===== src/rtl/multicycle_controller.sv =====
// Main control FSM for the multicycle MIPS datapath: sequences fetch/decode/execute/memory/writeback.
// Optional feature macro: MC_BNE_EN adds bne, which shares the BRANCH state with beq.
module multicycle_controller #(
  parameter int unsigned MEM_WAIT = 0
) (
  input  logic       CLK,
  input  logic       Reset,
  input  logic [5:0] Op,
  input  logic [5:0] Funct,
  input  logic       Zero,
  output logic       IorD,
  output logic       MemWrite,
  output logic       IRWrite,
  output logic       RegDst,
  output logic       MemtoReg,
  output logic       Reg_write,
  output logic       ALUSrcA,
  output logic [1:0] ALUSrcB,
  output logic [1:0] PCSrc,
  output logic       PCEn,
  output logic [2:0] ALU_control,
  output logic       Instr_done
);

  typedef enum logic [3:0] {
    FETCH    = 4'd0,
    DECODE   = 4'd1,
    MEMADR   = 4'd2,
    MEMREAD  = 4'd3,
    MEMWB    = 4'd4,
    MEMWRITE = 4'd5,
    EXECUTE  = 4'd6,
    ALUWB    = 4'd7,
    BRANCH   = 4'd8,
    ADDIEX   = 4'd9,
    ADDIWB   = 4'd10,
    JUMP     = 4'd11
  } state_t;

  localparam logic [5:0] OP_LW    = 6'b100011;
  localparam logic [5:0] OP_SW    = 6'b101011;
  localparam logic [5:0] OP_RTYPE = 6'b000000;
  localparam logic [5:0] OP_BEQ   = 6'b000100;
  localparam logic [5:0] OP_ADDI  = 6'b001000;
  localparam logic [5:0] OP_J     = 6'b000010;
`ifdef MC_BNE_EN
  localparam logic [5:0] OP_BNE   = 6'b000101;
`endif

  localparam logic [2:0] ALU_ADD = 3'b010;
  localparam logic [2:0] ALU_SUB = 3'b110;
  localparam logic [2:0] ALU_AND = 3'b000;
  localparam logic [2:0] ALU_OR  = 3'b001;
  localparam logic [2:0] ALU_SLT = 3'b111;

  localparam logic [3:0] WAIT_LAST = 4'(MEM_WAIT);

  state_t     state_q, state_d;
  logic [3:0] cnt_q, cnt_d;
  state_t     out_state;
  logic       mem_state, wait_done, op_known, is_bne;
  logic       pc_write, branch;
  logic [2:0] funct_alu;

  assign mem_state = (state_q == FETCH) || (state_q == MEMREAD) || (state_q == MEMWRITE);
  assign wait_done = (cnt_q == WAIT_LAST);

`ifdef MC_BNE_EN
  assign is_bne = (Op == OP_BNE);
`else
  assign is_bne = 1'b0;
`endif

  assign op_known = (Op == OP_LW) || (Op == OP_SW) || (Op == OP_RTYPE) || (Op == OP_BEQ) ||
                    (Op == OP_ADDI) || (Op == OP_J) || is_bne;

  always_ff @(posedge CLK) begin
    if (Reset) begin
      state_q <= FETCH;
      cnt_q   <= 4'd0;
    end else begin
      state_q <= state_d;
      cnt_q   <= cnt_d;
    end
  end

  // Counter runs only inside a memory state and drops to 0 on leaving, so every entry starts at 0.
  always_comb begin
    cnt_d   = (mem_state && !wait_done) ? cnt_q + 4'd1 : 4'd0;
    state_d = FETCH;
    case (state_q)
      FETCH:    state_d = wait_done ? DECODE : FETCH;
      DECODE: begin
        case (Op)
          OP_LW, OP_SW: state_d = MEMADR;
          OP_RTYPE:     state_d = EXECUTE;
          OP_BEQ:       state_d = BRANCH;
          OP_ADDI:      state_d = ADDIEX;
          OP_J:         state_d = JUMP;
`ifdef MC_BNE_EN
          OP_BNE:       state_d = BRANCH;
`endif
          default:      state_d = FETCH;
        endcase
      end
      MEMADR:   state_d = (Op == OP_SW) ? MEMWRITE : MEMREAD;
      MEMREAD:  state_d = wait_done ? MEMWB : MEMREAD;
      MEMWB:    state_d = FETCH;
      MEMWRITE: state_d = wait_done ? FETCH : MEMWRITE;
      EXECUTE:  state_d = ALUWB;
      ALUWB:    state_d = FETCH;
      BRANCH:   state_d = FETCH;
      ADDIEX:   state_d = ADDIWB;
      ADDIWB:   state_d = FETCH;
      JUMP:     state_d = FETCH;
      default:  state_d = FETCH;
    endcase
  end

  always_comb begin
    case (Funct)
      6'b100000: funct_alu = ALU_ADD;
      6'b100010: funct_alu = ALU_SUB;
      6'b100100: funct_alu = ALU_AND;
      6'b100101: funct_alu = ALU_OR;
      6'b101010: funct_alu = ALU_SLT;
      default:   funct_alu = ALU_ADD;
    endcase
  end

  // During reset the selects show FETCH values and every write-type output is held low.
  assign out_state = Reset ? FETCH : state_q;

  always_comb begin
    IorD        = 1'b0;
    MemWrite    = 1'b0;
    IRWrite     = 1'b0;
    RegDst      = 1'b0;
    MemtoReg    = 1'b0;
    Reg_write   = 1'b0;
    ALUSrcA     = 1'b0;
    ALUSrcB     = 2'b00;
    PCSrc       = 2'b00;
    ALU_control = 3'b000;
    Instr_done  = 1'b0;
    pc_write    = 1'b0;
    branch      = 1'b0;
    case (out_state)
      FETCH: begin
        ALUSrcB     = 2'b01;
        ALU_control = ALU_ADD;
        IRWrite     = wait_done;
        pc_write    = wait_done;
      end
      DECODE: begin
        ALUSrcB     = 2'b11;
        ALU_control = ALU_ADD;
        Instr_done  = !op_known;
      end
      MEMADR: begin
        ALUSrcA     = 1'b1;
        ALUSrcB     = 2'b10;
        ALU_control = ALU_ADD;
      end
      MEMREAD:  IorD = 1'b1;
      MEMWB: begin
        MemtoReg   = 1'b1;
        Reg_write  = 1'b1;
        Instr_done = 1'b1;
      end
      MEMWRITE: begin
        IorD       = 1'b1;
        MemWrite   = 1'b1;
        Instr_done = wait_done;
      end
      EXECUTE: begin
        ALUSrcA     = 1'b1;
        ALU_control = funct_alu;
      end
      ALUWB: begin
        RegDst     = 1'b1;
        Reg_write  = 1'b1;
        Instr_done = 1'b1;
      end
      BRANCH: begin
        ALUSrcA     = 1'b1;
        ALU_control = ALU_SUB;
        PCSrc       = 2'b01;
        branch      = 1'b1;
        Instr_done  = 1'b1;
      end
      ADDIEX: begin
        ALUSrcA     = 1'b1;
        ALUSrcB     = 2'b10;
        ALU_control = ALU_ADD;
      end
      ADDIWB: begin
        Reg_write  = 1'b1;
        Instr_done = 1'b1;
      end
      JUMP: begin
        PCSrc      = 2'b10;
        pc_write   = 1'b1;
        Instr_done = 1'b1;
      end
      default: ;
    endcase
    if (Reset) begin
      MemWrite   = 1'b0;
      IRWrite    = 1'b0;
      Reg_write  = 1'b0;
      Instr_done = 1'b0;
      pc_write   = 1'b0;
      branch     = 1'b0;
    end
  end

  assign PCEn = pc_write | (branch & (Zero ^ is_bne));

endmodule

===== config.mk =====
export PLATFORM = sky130hd
export DESIGN_NAME = multicycle_controller
export DESIGN_NICKNAME = d
export VERILOG_FILES = /design/src/rtl/multicycle_controller.sv
export SDC_FILE = /design/constraint.sdc
export NUM_CORES = 1
export LEC_CHECK = 0
export CORE_UTILIZATION = 43
export CTS_CLUSTER_SIZE = 14
export DETAILED_ROUTE_END_ITERATION = 10
export PLACE_DENSITY = 0.78
export SLEW_MARGIN = 20
export SYNTH_ARGS = -nofsm -noshare
export SYNTH_HDL_FRONTEND = slang
export SYNTH_SLANG_ARGS = --single-unit

===== constraint.sdc =====
create_clock -name CLK -period 2.7 [get_ports CLK]
set_input_delay 0.81 -clock CLK [delete_from_list [all_inputs] [get_ports CLK]]
set_output_delay 0.81 -clock CLK [all_outputs]
set_load 0.01 [all_outputs]

# Yosys cells after proc, flatten, opt, wreduce, memory -nomap -nowiden
# Index checks and enable logic that the tools add are counted.
[totals] word_cells=81 regBits=8 inputBits=15 out_inout_bits=16
[classes] n_bitwise=3 muxes=27 addsub=1 reduce_logical=22 eq_ne=26
[op_table] cell="$eq A6 B6 Y1 const B" n=6
[op_table] cell="$pmux W4 S7" n=1
[op_table] cell="$eq A4 B3 Y1 const B" n=6
[op_table] cell="$eq A4 B4 Y1 const B" n=5
[op_table] cell="$pmux W4 S5" n=1
[op_table] cell="$eq A4 B2 Y1 const B" n=4
[op_table] cell="$mux W1" n=15
[op_table] cell="$logic_not A4 Y1" n=3
[op_table] cell="$pmux W3 S4" n=1
[op_table] cell="$mux W3" n=3
[op_table] cell="$pmux W3 S3" n=1
[op_table] cell="$eq A4 B1 Y1 const B" n=2
[op_table] cell="$reduce_or A2 Y1" n=4
[op_table] cell="$reduce_or A4 Y1" n=2
[op_table] cell="$logic_or A1 B1 Y1" n=7
[op_table] cell="$eq A6 B2 Y1 const B" n=1
[op_table] cell="$eq A6 B3 Y1 const B" n=1
[op_table] cell="$eq A6 B4 Y1 const B" n=1
[op_table] cell="$logic_not A6 Y1" n=1
[op_table] cell="$pmux W2 S3" n=1
[op_table] cell="$reduce_or A5 Y1" n=1
[op_table] cell="$add A4 B1 Y4 const B" n=1
[op_table] cell="$mux W4" n=1
[op_table] cell="$pmux W2 S2" n=1
[op_table] cell="8 further kinds" n=9

# Depth between registers and ports, before layout
# Gate-level depths: netlist (run 1).
[logic_depth] ltp_word=9 depth_mapped=6 depth_no_buf=6

# Least setup slack after synthesis (run 1)
# No wires, ideal clock.
[synth_timing] kind="input -> output" from="input Reset" to="output ALU_control[0]" path_stages=3 slack_ns=0.186 path_buffers=0 arrival_ns=1.704 required_time_ns=1.890 cell_sequence="nand2b_2 > or4b_4 > nor2_1"
[synth_via] elab_chain_cells=4 elab_cells_between_ends=9 classes_between="5 x eq/ne; 2 x mux; 2 x reduce/logical"
[synth_lines] item="start: declaration" line="7" source="input logic Reset,"
[synth_lines] item="$mux W4 *" line="132" source="assign out_state = Reset ? FETCH : state_q;"
[synth_lines] item="$eq A4 B1 Y1 (tied with other cells)" line="148" source="case (out_state)"
[synth_lines] item="$reduce_or A4 Y1 (no line)"
[synth_lines] item="$pmux W3 S3 *" line="148"
[synth_lines] item="end: declaration" line="21" source="output logic [2:0] ALU_control,"
# Mark *: on every way between the ends. The rest lies on a longest branch, timed or not.

# Worst setup path after layout (run 1)
[layout_timing] from="input Funct[4]" to="output ALU_control[2]"
[layout_via] elab_chain_cells=3 elab_cells_between_ends=6 classes_between="4 x eq/ne; 2 x mux"
[layout_lines] item="start: declaration" line="9" source="input logic [5:0] Funct,"
[layout_lines] item="$eq A6 B6 Y1" line="121" source="case (Funct)"
[layout_lines] item="$pmux W3 S4 *" line="121"
[layout_lines] item="$pmux W3 S3 *" line="148"
# Marks and branches as above.

==> key figures, run 1 <==
Outcome
  • Status: finished clean

Worst setup path
  • Crit Path Max Fanout: 2
  • WP data arrival: about 1.9 ns
  • Critical path's slowest cell: or4b_4
  • Startpoint Class: primary input
  • Worst EP required: between 1.5 and 2 ns
  • Crit Path Category: in2out
  • Largest stage delay on the critical path: 0.56 ns
  • CP Capture Type: output port
  • Worst-path cell chain: dlygate4sd2_1 -> or4b_4 -> o21bai_4 -> buf_6

Logic synthesis
  • Mean Syn Cell Area: 6.92 sq um
  • Multiplexer share of the synthesized area: 0%
  • Synth Area in Compound Gates: between 20% and 30%
  • Largest family of logic cells by synthesized area: simple AND/OR/NAND/NOR gates
  • Seq cells post-synth: 8
  • Synth Area in XOR/XNOR: 6.33%
  • Syn Inst Count: 120
  • Area leader, netlist: dfxtp_1
  • Synth top area share: 19.3%
  • Synthesized-area fraction occupied by and/or/nand/nor cells: between 30% and 40%
  • Syn nets: approximately 140
  • Syn. warnings: 0
  • Top cells by area, synth: dfxtp_1 19%, nor2_1 10%, o21ai_0 4.8%
  • Sequential area share after synthesis: about a fifth
  • Mapped Area: between 800 and 900 sq um
  • Post-Synth Adder-Cell Area: under 10%
  • Post-synth cell types: 40

Place
  • Inst Count DP: 187
  • Worst slack, placed: -0.715 ns
  • Final GP Congestion: 0.833
  • DP Wirelength: between 1500 and 2000 um
  • PortBufs: 30

Hold path
  • Hold Crit Class: reg2reg

Route
  • Post-route ant nets: 0
  • Via count: between 1000 and 1500
  • Routed wire length: ~2500 um
  • Drc violations: 0
  • Vias per cell: approximately 5.5
  • Post-DR wirelength/cell: between 10 and 15 um
  • Drt first pass iters: 4
  • Initial drt markers: 38

Layout
  • Synth-to-layout area growth: 68.5%
  • Layout cells sized above 1: between 30% and 40%
  • Count of non-filler cells in the finished layout: between 150 and 200
  • Fill cells: ~130
  • Ant. Diodes: 0
  • Util after Layout: 79.4%
  • NumNets Final: 191

Power
  • PD cells: ~230 nW/um^2
  • Design Power: 0.000318 W
  • IR drop worst, VDD: 0.270 mV
  • Leakage: a little under 0.7 nW

Timing
  • Clk_skew: ~0.0034 ns
  • Final Setup Violations: 0
  • Fin crit period: between 2 and 3 ns
  • Worst rel slew slack: between 60 and 70%
  • Setup TNS: 0 ns
  • Fmax achieved: 0.374 GHz
  • Slew Viols, Final: 0
  • Setup slack after layout: roughly 0.026 ns
  • Final worst-path cycle share: slightly below 100%
  • Final hold vios: 0
  • RSZ-0062 raised after global routing: true
  • Slew at the pin closest to its max-slew limit: between 0.4 and 0.5 ns

Floorplanning
  • Core ar.: 1760 sq um
  • IO Pins: 31
  • Initial Utilization: a little under half
  • Rows: 15
  • Die width: 46.0 um
  • Die Height: about 46 um
  • Die footprint: between 2000 and 2500 sq um

CTS
  • Clock Tree Buf Depth: 2
  • Clk slew on worst S/H paths: 0.05 ns
  • CTS Sinks: 8
  • Worst skew pair latency: approximately 0.26 ns
  • Hold Buf Count CTS: 0
  • Root buf cell: clkbuf_4
  • TritonCTS clock tree: done
  • # H-tree levels: 1
  • TritonCTS buffer count: 3

GRT
  • First-pass GRT wire length: between 3000 and 4000 um
  • Gr usage total: approximately a quarter
  • Grt ovf: 0
  • Initial antenna violation count: 0
  • Largest net degree at the start of global routing: 19
  • Vias in the first global route: between 900 and 1000

Run
  • Max-Cap Viols: 0
==> synth_stat cells, drive strengths merged <==
master / number
nor2: 23
a211o: 1
nand3: 2
o41ai: 1
and3: 3
o21a: 1
nand4b: 1
a221o: 1
a21o: 1
a31oi: 3
a21oi: 6
nand3b: 3
inv: 7
nand2b: 5
nor4: 3
dfxtp: 8
or2: 1
xor2: 4
nor3b: 3
a211oi: 1
a32oi: 1
xnor2: 2
ha: 2
a2111oi: 1
o21ai: 8
o211ai: 1
and2b: 1
nand2: 4
a22oi: 3
nor3: 6
buf: 4
o22ai: 1
o21bai: 2
or4b: 2
clkbuf: 4
==> repair_timing <==
action	4_1_cts	5_1_grt
setup endpoints to repair	16	9
buffers inserted	6	1
resized for setup	47	17
pin swaps	9	4
==> routing by layer <==
layer	global-route usage (%)	vias to the layer above	wire length, um
li1	-	539	-
met1	29.2	482	1060
met2	43.1	52	1180
met3	4.37	11	209
met4	15.3	0	86
met5	0	-	0
==> report_power, final <==
group | internal, W | switching, W
Clock | 0.0000508 | 0.0000395
Sequential | 0.000120 | 0.00000130
Combinational | 0.0000550 | 0.0000516
Total | 0.000226 | 0.0000924
==> cells by family (layout without fill, tap and decap cells) <==
logic type,Yosys count,after routing
buf+inv,15,67
simple gates,57,57
flops,8,8
xor+xnor,6,6
compound gates,32,32
fa+ha+maj,2,2
==> final cells by class <==
class,count,area [sq um],share of cell area (%)
flip-flops and latches,8,163,11.6
repair buffers,57,487,34.8
multi-input cells,97,671,47.9
inverters,7,26.3,1.88
well taps,25,31.3,2.23
clock buffers,3,22.5,1.61
==> final timing paths <==
kind,slack (ns),depth (start not counted),end,from
max,0.03,4,ALU_control[2],Funct[4]
min,0.50,2,cnt_q[0],cnt_q[0]
max reg2reg,1.11,5,state_q[1],state_q[2]
min reg2reg,0.50,2,cnt_q[0],cnt_q[0]
==> cells in the final DEF, fill, tap and decap left out, types with 3 or more instances in the layout <==
cell and instances:
buf_4 25, nor2_1 21, dlygate4sd2_1 13, inv_1 7
o21ai_0 7, a21oi_1 6, dfxtp_1 6, dlymetal6s2s_1 6
nand2_1 4, nor3_1 4, xor2_1 4, clkdlybuf4s50_1 4
nand2b_1 3, nand3b_1 3, a22oi_1 3, a31oi_1 3
clkbuf_4 3, buf_2 3, buf_6 3
==> worst max-delay path, delay by kind of cell <==
family	cells	cell delay [ns]
AO/OA/AOI/OAI	1	0.14
buffers and inverters	2	0.35
AND/OR/NAND/NOR	1	0.56
==> state kept, by name (all words and copies together), names as in the netlist <==
register  count
state_q       4
cnt_q         4
==> metrics by stage <==
stage	hold WS, ns	instance area, sq um
after detailed placement	0.515	1270
after CTS	0.526	1360
final	0.500	1400
after floorplan	0.430	831
after global placement	0.504	1270
after global routing	0.530	1400
Power figures use the tool's default switching activity.
==> run 2: changes to the inputs <==
--- a/config.mk
+++ b/config.mk
@@ -9,6 +9,7 @@
 export CTS_CLUSTER_SIZE = 14
 export DETAILED_ROUTE_END_ITERATION = 10
 export PLACE_DENSITY = 0.78
+export SETUP_SLACK_MARGIN = 0.1
 export SLEW_MARGIN = 20
 export SYNTH_ARGS = -nofsm -noshare
 export SYNTH_HDL_FRONTEND = slang
==> constraint.sdc (replaced) <==
create_clock -name CLK -period 2.5 [get_ports CLK]
set_input_delay 0.75 -clock CLK [delete_from_list [all_inputs] [get_ports CLK]]
set_output_delay 0.75 -clock CLK [all_outputs]
set_load 0.01 [all_outputs]
==> run 2 against run 1 <==
Compared with the run above: the run now ends with negative setup slack left; critical path depth up 1; worst setup slack worse by 0.033 ns; register-to-register slack worse by 0.28 ns; combinational power up 19%; final cell count up 0.51%; sequential power up 7%; via count up 4.7%; first-iteration DRC count up 61%; power up 11%; clock-buffer cell count unchanged; critical path type unchanged; highest routed layer unchanged.
==> key figures, run 2 (synthesis results as in run 1) <==
Layout
  • Multi-input logic area: 714 sq um
  • Layout cells sized above 1: between 40% and 50%
  • NumNets Final: ~190
  • Synth-to-layout area growth: 69.4%
  • Count of non-filler cells in the finished layout: 198
  • Largest registers: cnt_q x4, state_q x4
  • Commonest non-fill, non-tap cells in the layout: 27 x buf_4, 18 x nor2_1, 9 x dlygate4sd2_1, 7 x inv_1, 7 x buf_2
  • Commonest non-fill, non-tap cell in the layout: buf_4
  • Fill cells: around 130
  • Final Cell Area: roughly 1400 sq um
  • Util after Layout: between 70 and 80%
  • Register area: between 150 and 200 sq um
  • Ant. Diodes: 0

Route
  • Drt first pass iters: 4
  • Via count: 1135
  • Initial drt markers: between 60 and 70
  • Vias per cell: ~5.7
  • Drc violations: 0
  • Post-route ant nets: 0
  • Post-DR wirelength/cell: roughly 16 um
  • Routed wire length: approximately 3100 um

Worst setup path
  • CP Capture Type: output port
  • Startpoint Class: primary input
  • Critical path's slowest cell: or4b_4
  • Crit Path Max Fanout: 2
  • Worst EP required: ~1.8 ns
  • WP data arrival: ~1.8 ns
  • Most Frequent Cell on Critical Path: buf_6
  • Worst-path cell chain: buf_6 -> nand2b_4 -> or4b_4 -> o21bai_4 -> buf_6
  • Largest stage delay on the critical path: roughly 0.54 ns
  • Crit Path Category: in2out

GRT
  • Vias in the first global route: 1022
  • Grt ovf: 0
  • Initial antenna violation count: 0
  • Largest net degree at the start of global routing: 19
  • Gr usage total: between 20 and 30%
  • First-pass GRT wire length: around 4400 um

Power
  • Sw Share: 30.4%
  • Psw: 0.000108 W
  • IR drop worst, VDD: around 0.28 mV
  • Combinational power share: around 36%
  • PD cells: around 250 nW/um^2
  • Clock share of power: about 27%
  • Leakage: 0.619 nW
  • Pint: 0.000247 W
  • Sequential share of power: a little under two fifths

CTS
  • Root buf cell: clkbuf_4
  • CTS Sinks: 8
  • # H-tree levels: 1
  • Worst skew pair latency: roughly 0.25 ns
  • TritonCTS clock tree: done
  • Clk slew on worst S/H paths: about 0.050 ns
  • TritonCTS buffer count: 3
  • Clock Tree Buf Depth: 2

Timing
  • RSZ-0062 raised after global routing: true
  • Clk_skew: 0.00841 ns
  • Final Setup Violations: 1
  • Slew at the pin closest to its max-slew limit: ~0.54 ns
  • Fin crit period: ~2.5 ns
  • Final hold vios: 0
  • Slew Viols, Final: 0
  • Final worst-path cycle share: 100%
  • Fmax achieved: 0.399 GHz
  • Worst rel slew slack: about 63%
  • Setup slack after layout: -0.00652 ns

Outcome
  • Status: complete, but fails checks
  • Violated checks: negative setup slack

Place
  • Inst Count DP: between 150 and 200
  • Final GP Congestion: around 0.84
  • DP Wirelength: 1920 um
  • PortBufs: 30
  • Placed Area: about 1300 sq um

Floorplanning
  • Die Height: approximately 46 um
  • Die footprint: about 2100 sq um
  • Initial Utilization: a little under half
  • Die width: roughly 46 um
  • Core ar.: approximately 1800 sq um
  • IO Pins: 31
  • Rows: 15

Run
  • Max-Cap Viols: 0

Hold path
  • Hold Crit Class: reg2reg
==> run 2: cell count changes in the layout (fill, tap and decap cells not counted), moves of 3 or more <==
cell	before	now
buf_2	3	7
clkbuf_2	2	6
dlygate4sd2_1	13	9
dlymetal6s2s_1	6	0
nor2_1	21	18
==> run 2: final cells by class <==
cell class	count	area share, %
multi-input combinational	97	50.8
clock buffer	3	1.60
inverter	7	1.87
sequential	8	11.6
tap	25	2.22
timing repair buffer	58	32.0
==> run 2: worst max-delay path, delay by kind of cell <==
kind / cells / cell delay [ns]
AOI/OAI and AO/OA: 1 / 0.13
and+or+nand+nor: 2 / 0.67
buffers and inverters: 2 / 0.20
==> run 2: path summary, 6_finish.rpt <==
path               from             end  slack (ns)  cells past startpoint
max               Reset  ALU_control[2]      -0.007                      5
min reg2reg    cnt_q[0]        cnt_q[0]        0.50                      2
min            cnt_q[0]        cnt_q[0]        0.50                      2
max reg2reg  state_q[2]      state_q[1]        0.83                      6
==> run 2: power groups by stage <==
stage | Sequential (W) | Clock, W | Combinational, W
4_1_cts | 0.000131 | 0.0000994 | 0.000116
3_3_place_gp | 0.000133 | 0 | 0.000108
2_1_floorplan | 0.000133 | 0 | 0.0000492
6_report | 0.000131 | 0.0000966 | 0.000127
5_1_grt | 0.000131 | 0.000108 | 0.000134
3_5_place_dp | 0.000134 | 0 | 0.000111
==> run 2: repair_timing <==
action / CTS / global route
setup buffers: 4 / 2
gates resized for setup: 84 / 26
cloned: 0 / 0
setup endpoints to repair: 16 / 9
hold buffers: 0 / 0
pin swaps: 10 / 11
==> run 2: through the flow <==
stage	worst slack [ns]	hold slack (ns)	power, W	setup TNS, ns
final	-0.00652	0.505	0.000354	-0.00652
after global routing	-0.0209	0.529	0.000373	-0.0237
after global placement	-0.786	0.505	0.000241	-7.37
after floorplan	0.106	0.430	0.000182	0
after detailed placement	-0.820	0.525	0.000244	-7.64
after CTS	-0.0192	0.507	0.000346	-0.0217
==> run 2: routing by layer <==
layer	routed length [um]	vias to the layer above	GRT usage (%)
li1	-	536	-
met1	1180	509	34.2
met2	1570	76	50.1
met3	285	14	4.37
met4	83	0	11.8
met5	0	-	0
==> run 3: changes to the inputs <==
--- a/config.mk
+++ b/config.mk
@@ -10,7 +10,7 @@
 export DETAILED_ROUTE_END_ITERATION = 10
 export PLACE_DENSITY = 0.78
 export SETUP_SLACK_MARGIN = 0.1
-export SLEW_MARGIN = 20
+export SLEW_MARGIN = 30
 export SYNTH_ARGS = -nofsm -noshare
 export SYNTH_HDL_FRONTEND = slang
 export SYNTH_SLANG_ARGS = --single-unit
==> results of run 3 <==
Same layout as run 2: the final DEF is identical, and so are final timing and power.
